--- src/rtl/matmul_pkg.sv ---
// Shared types for the matmul sequencer: FSM state encoding, default K_MAX
// and a saturating 32-bit increment used by the optional performance counter.
package matmul_pkg;

    localparam int MATMUL_K_MAX_DEFAULT = 16;

    typedef enum logic [2:0] {
        ST_IDLE,
        ST_LOAD,
        ST_DRAIN,
        ST_WB,
        ST_DONE
    } state_t;

    function automatic logic [31:0] sat_inc(input logic [31:0] v);
        return (v == 32'hFFFF_FFFF) ? v : v + 32'd1;
    endfunction

endpackage

--- src/rtl/matmul_ctrl.sv ---
// Systolic-array matmul sequencer: operand load, skew drain, row writeback.
// Optional busy-cycle counter on perf_cycles when MATMUL_CTRL_PERF_EN is defined.
module matmul_ctrl
    import matmul_pkg::*;
#(
    parameter int NUM_ROWS = 2,
    parameter int NUM_COLS = 2,
    parameter int K_MAX    = MATMUL_K_MAX_DEFAULT,
    parameter int K_WIDTH  = $clog2(K_MAX + 1)
) (
    input  logic                        clk,
    input  logic                        reset,
    input  logic                        start,
    input  logic [K_WIDTH-1:0]          k_len,
    input  logic                        abort,
    output logic                        busy,
    output logic                        done,
    output logic                        err,
    output logic                        op_rd_en,
    output logic [K_WIDTH-1:0]          op_rd_addr,
    output logic                        arr_clear,
    output logic                        arr_en,
    output logic                        arr_zero,
    output logic                        res_valid,
    input  logic                        res_ready,
    output logic [$clog2(NUM_ROWS)-1:0] res_row,
    output logic [31:0]                 perf_cycles
);

    localparam int DW = $clog2(NUM_ROWS + NUM_COLS);
    localparam int RW = $clog2(NUM_ROWS);

    state_t             state;
    logic [K_WIDTH-1:0] k_reg;
    logic [DW-1:0]      drain_cnt;

    logic k_ok;
    logic accept;
    logic wb_last;

    assign k_ok    = (k_len != '0) && (k_len <= K_WIDTH'(K_MAX));
    assign accept  = (state == ST_IDLE) && start && k_ok;
    assign wb_last = (state == ST_WB) && !abort && res_ready &&
                     (res_row == RW'(NUM_ROWS - 1));

    always_ff @(posedge clk) begin
        if (reset) begin
            state      <= ST_IDLE;
            k_reg      <= '0;
            drain_cnt  <= '0;
            busy       <= 1'b0;
            done       <= 1'b0;
            err        <= 1'b0;
            op_rd_en   <= 1'b0;
            op_rd_addr <= '0;
            arr_clear  <= 1'b0;
            arr_en     <= 1'b0;
            arr_zero   <= 1'b1;
            res_valid  <= 1'b0;
            res_row    <= '0;
        end else begin
            done      <= 1'b0;
            err       <= 1'b0;
            arr_clear <= 1'b0;
            // Buffer data arrives one cycle after the read, so zeros are fed
            // whenever the previous cycle issued no read.
            arr_zero  <= ~op_rd_en;
            case (state)
                ST_IDLE: begin
                    if (start) begin
                        if (k_ok) begin
                            k_reg      <= k_len;
                            state      <= ST_LOAD;
                            busy       <= 1'b1;
                            op_rd_en   <= 1'b1;
                            op_rd_addr <= '0;
                            arr_clear  <= 1'b1;
                            arr_en     <= 1'b1;
                        end else begin
                            err <= 1'b1;
                        end
                    end
                end
                ST_LOAD, ST_DRAIN, ST_WB: begin
                    if (abort) begin
                        state      <= ST_IDLE;
                        busy       <= 1'b0;
                        op_rd_en   <= 1'b0;
                        op_rd_addr <= '0;
                        arr_en     <= 1'b0;
                        res_valid  <= 1'b0;
                        res_row    <= '0;
                    end else if (state == ST_LOAD) begin
                        if (op_rd_addr == k_reg - K_WIDTH'(1)) begin
                            state      <= ST_DRAIN;
                            op_rd_en   <= 1'b0;
                            op_rd_addr <= '0;
                            drain_cnt  <= '0;
                        end else begin
                            op_rd_addr <= op_rd_addr + K_WIDTH'(1);
                        end
                    end else if (state == ST_DRAIN) begin
                        if (drain_cnt == DW'(NUM_ROWS + NUM_COLS - 1)) begin
                            state     <= ST_WB;
                            arr_en    <= 1'b0;
                            res_valid <= 1'b1;
                            res_row   <= '0;
                        end else begin
                            drain_cnt <= drain_cnt + DW'(1);
                        end
                    end else if (res_ready) begin
                        if (wb_last) begin
                            state     <= ST_DONE;
                            busy      <= 1'b0;
                            done      <= 1'b1;
                            res_valid <= 1'b0;
                            res_row   <= '0;
                        end else begin
                            res_row <= res_row + RW'(1);
                        end
                    end
                end
                ST_DONE: begin
                    state <= ST_IDLE;
                end
                default: begin
                    state <= ST_IDLE;
                end
            endcase
        end
    end

`ifdef MATMUL_CTRL_PERF_EN
    logic [31:0] perf_cnt;

    // The final WB cycle is still busy, so it is folded into the published value.
    always_ff @(posedge clk) begin
        if (reset) begin
            perf_cnt    <= '0;
            perf_cycles <= '0;
        end else begin
            if (accept) begin
                perf_cnt <= '0;
            end else if (busy) begin
                perf_cnt <= sat_inc(perf_cnt);
            end
            if (wb_last) begin
                perf_cycles <= sat_inc(perf_cnt);
            end
        end
    end
`else
    assign perf_cycles = 32'd0;
`endif

endmodule

--- config.mk ---
export PLATFORM = sky130hd
export DESIGN_NAME = matmul_ctrl
export DESIGN_NICKNAME = d
export VERILOG_FILES = /design/src/rtl/matmul_pkg.sv /design/src/rtl/matmul_ctrl.sv
export SDC_FILE = /design/constraint.sdc
export NUM_CORES = 1
export LEC_CHECK = 0
export CAP_MARGIN = 20
export CELL_PAD_IN_SITES_DETAIL_PLACEMENT = 0
export CELL_PAD_IN_SITES_GLOBAL_PLACEMENT = 1
export CORE_ASPECT_RATIO = 0.5
export CORE_MARGIN = 4
export CORE_UTILIZATION = 33
export CTS_CLUSTER_DIAMETER = 30
export DETAILED_ROUTE_END_ITERATION = 16
export PLACE_DENSITY_LB_ADDON = 0.12
export SLEW_MARGIN = 25
export SYNTH_ARGS = -nofsm -noshare
export SYNTH_HDL_FRONTEND = slang
export SYNTH_SLANG_ARGS = --single-unit
--- constraint.sdc ---
create_clock -name clk -period 2.2 [get_ports clk]
set_clock_uncertainty 0.2 [all_clocks]
set_input_delay 0.22 -clock clk [delete_from_list [all_inputs] [get_ports clk]]
set_output_delay 0.22 -clock clk [all_outputs]
set_load 0.05 [all_outputs]
# After elaboration in Yosys (flattened, before gate mapping)
# Cells that the tools add are included.
# word_totals
register_bits	24
input_bits	10
wordCells	119
# classes
n_addsub	4
magnitude_cmp	1
n_eq_ne	23
mux	49
bitwise_logic	6
n_reduce_logical	23
# ops
op	n
3-bit two-way mux	9
1-bit two-way mux	26
5-bit two-way mux	5
3-bit inequality test (second input constant)	8
5-bit inequality test (second input constant)	3
5-bit AND reduction	3
6-bit AND reduction	2
5-bit one-hot mux with 2 select lines	1
2-bit two-way mux	4
2-bit inequality test (second input constant)	4
4-bit AND reduction	2
7-bit AND reduction	1
3-bit by 2-bit == test with 1-bit output (second input constant)	2
1-bit NOT	6
1-bit one-hot mux with 2 select lines	3
3-bit one-hot mux with 2 select lines	1
3-bit nonzero test	2
3-bit OR reduction	2
6-bit OR reduction	1
5-bit by 1-bit adder with 5-bit output (second input constant)	1
5-bit == test	1
5-bit <= comparator (second input constant)	1
5-bit nonzero test	1
5-bit by 1-bit subtractor with 5-bit output (second input constant)	1
12 further kinds	16

# Depth between registers and ports, before layout
# logic_depth
word_depth	10
mapped_depth	8

# Worst setup path after synthesis
# Ideal clock, no wire load.
# synth_path
path_kind	reg-to-reg
from	reg op_rd_addr[2]
to	reg op_rd_addr[1]
setup_ps	128
t_arrival_ps	1679
t_required_ps	1872
slack_ps	193
path_stages_with_launch	8
n_path_buf	2
period_less_slack_ps	2007
cell_sequence	dfxtp_1 -> buf_6 -> nand2_1 -> o31ai_1 -> o2111ai_2 -> buf_6 -> a32oi_1 -> nor2_1
# synth_via
elab_chain_len	5
# synth_lines
item	line_no	text
from (decl)	matmul_ctrl.sv:20	output logic [K_WIDTH-1:0] op_rd_addr,
from (signal assigned)	matmul_ctrl.sv:100	op_rd_addr <= op_rd_addr + K_WIDTH'(1);
5-bit == test	matmul_ctrl.sv:94	if (op_rd_addr == k_reg - K_WIDTH'(1)) begin
5-bit two-way mux	matmul_ctrl.sv:94	
5-bit two-way mux	matmul_ctrl.sv:93	end else if (state == ST_LOAD) begin
5-bit two-way mux	matmul_ctrl.sv:85	if (abort) begin
5-bit one-hot mux with 2 select lines	matmul_ctrl.sv:68	case (state)
# Every way passes these cells. The select of a mux whose other input is x is not followed.
# A chain may end at the register's enable or synchronous reset.

# Worst setup path in the final report
# layout_path
from	reg op_rd_addr[2]
to	out op_rd_addr[2]
# No word-level cell between the ends.

==> flow_summary.ini <==
[logic_synthesis]
synth_edf_count = 0
syn_area_um2 = 1610
ys.warnings.count = 0
synth_top_flop_cell = dfxtp_1
avgSynthCellArea_um2 = 8.73
async_flop_share_pct = 0
yosysUniqueCellTypes = 50
ys_ff_latch = 24
postSynthCellCount = 184
yosysSeqAreaShare_pct = 29.9

[global_route]
grt_pass1_vias = 1192
antenna_found_initial = 0
gr-total-overflow = 0
grt_pass1_wl_um = 5490
grt_max_degree = 26
track_usage_pct = 10.9

[die]
die_h_um = 57.3
core_area_um2 = 4550
rows = 17
die-area_um2 = 6120
die_w_um = 107
start_util_pct = 35.3
ioPinCount = 56

[finish]
layout-drive-gt1-share_pct = 13.7
final_cells = 277
diodes = 0
area_growth_pct = 17.1
fillers = 473
fin_nets = 226

[worst_setup_path]
critPathLaunchType = register
arrival_ns = 1.67
path_class = reg -> out
worst_ep_required_time_ns = 1.78
r2r_setup_slack_ns = 0.18
cp-end-kind = primary output
path_max_fanout = 6

[drt]
drc_errors = 0
drt_iter0_drc = 31
wirelength_um = 3270
detail-route-antenna-nets = 0
via_count = 1261
routedWlPerCell_um = 11.8
viasPerCell = 4.55
drt_pass1_iterations = 4

[pwr]
cellPowerDensity_nw_per_um2 = 577
ir_worst_vdd_uv = 237
leakagePower_nw = 0.761

[cts]
cts_max_level = 1
clk_pin_slew_ns = 0.09
clockRootBuffer = clkbuf_8
cts_buffer_depth = 2
clock_latency_ns = 0.26
numCtsBuffers = 3
cts_tree = yes
clock-sinks = 24
post_cts_buffers = 0

[hold_path]
hold_class = reg -> reg

[sta]
tns_ns = 0
hold_viol_final = 0
max_freq_ghz = 0.479
rsz0062_at_grt = no
worst_slew_pin_slew_ns = 0.505
fin_crit_ns = 2.09
fin_crit_sh_pct = 95.0
slew_headroom_pct = 66.2
slew_violations = 0
setup-violations-final = 0

[placement]
dp_hpwl_um = 2520
io_buffers = 23
numPlacedInstances = 274
routabilityCongestion = 0.708

[run_status]
outcome = completed

[job]
maxCapViolCount = 0
## cell type report
| cell class | count | area, µm² | share of cell area (%) |
|---|---|---|---|
| Multi-Input combinational cell | 147 | 941 | 50.0 |
| Inverter | 3 | 11.3 | 0.598 |
| Clock buffer | 3 | 41.3 | 2.19 |
| Timing Repair Buffer | 34 | 325 | 17.3 |
| Tap cell | 66 | 82.6 | 4.39 |
| Sequential cell | 24 | 480 | 25.5 |
## per-layer routing
layer  track usage (%)  vias to the layer above  wire length [µm]
met5                 0                        -                 0
met4              2.19                        0                 0
met3              2.49                        0               237
met2              17.2                       51              1430
met1              15.2                      577              1600
li1                  -                      633                 -
## where the power goes
group          switching [W]  internal, W  leakage (nW)  total [W]
logic               0.000244     0.000108         0.544   0.000353
clock network       0.000138     0.000122        0.0216   0.000260
registers          0.0000207     0.000452         0.195   0.000473
total               0.000403     0.000683         0.761    0.00109
## placed cells by master (no fill, tap or decap), types with 3 or more instances in the layout
cell / n
nor3b_1: 3
conb_1: 32
nand2_1: 9
nor2b_1: 3
nand2b_1: 4
dfxtp_1: 24
ha_1: 3
clkbuf_8: 3
mux2i_1: 6
a21oi_1: 10
clkdlybuf4s50_1: 23
inv_1: 3
nand3_1: 6
a31oi_1: 5
buf_4: 10
a211oi_1: 3
nor2_1: 16
a21o_1: 3
o21ai_0: 5
xnor2_1: 5
nor3_1: 4
## cells in the mapped netlist, drive strengths merged, types with 2 or more instances
cell type,n,area (µm²)
a21oi,10,50.1
a21o,3,22.5
nor2b,3,18.8
xor2,2,17.5
inv,3,11.3
a31oi,5,31.3
buf,38,292
nand4,2,12.5
xnor2,5,43.8
clkbuf,2,7.51
nand2b,4,25.0
o21ai,5,25.0
o31ai,2,15.0
nand3,7,40.0
ha,3,37.5
nor3,5,36.3
nand2,10,40.0
dfxtp,24,480
a211oi,3,22.5
and2,2,15.0
nor2,17,66.3
nor4,2,33.8
a221oi,2,23.8
nor3b,3,22.5
mux2i,6,60.1
## worst paths after layout
path / start / to / depth (start not counted)
worst min register to register: op_rd_en / arr_zero / 1
worst max register to register: k_reg[0] / drain_cnt[1] / 7
worst min-delay path: op_rd_en / arr_zero / 1
worst max-delay path: op_rd_addr[2] / op_rd_addr[2] / 2
## worst max-delay path, stage by stage (launching register included)
cell and delay, ns:
dfxtp_1 0.43, buf_4 0.18, clkdlybuf4s50_1 0.80
## stage by stage
stage	total power, W	worst slack [ns]	utilization (%)	instance area [µm²]	hold slack, ns
global placement	0.000831	-0.118	40.0	1820	0.205
detailed placement	0.000831	-0.143	40.0	1820	0.200
CTS	0.00109	0.103	41.0	1860	0.220
floorplan	0.000795	0.193	-	1720	0.0957
global route	0.00114	0.00259	41.3	1880	0.232
finish	0.00109	0.111	41.3	1880	0.216
## repair_timing
item / CTS / global route
resized for setup: 0 / 2
setup endpoints to repair: 0 / 2
hold buffers: 0 / 0
## cells by family (layout without fill, tap and decap cells)
| group | after synthesis | count (layout) | synth area share (%) |
|---|---|---|---|
| AOI/OAI and AO/OA | 37 | 37 | 16.4 |
| xor gates and xnor gates | 7 | 7 | 3.82 |
| adders and majority gates | 3 | 3 | 2.34 |
| buffers and inverters | 44 | 40 | 19.9 |
| DFF | 24 | 24 | 29.9 |
| muxes | 7 | 7 | 4.67 |
| other | 1 | 32 | 0.233 |
| and+or+nand+nor | 61 | 61 | 22.8 |
(Power assumes the default switching activity.)
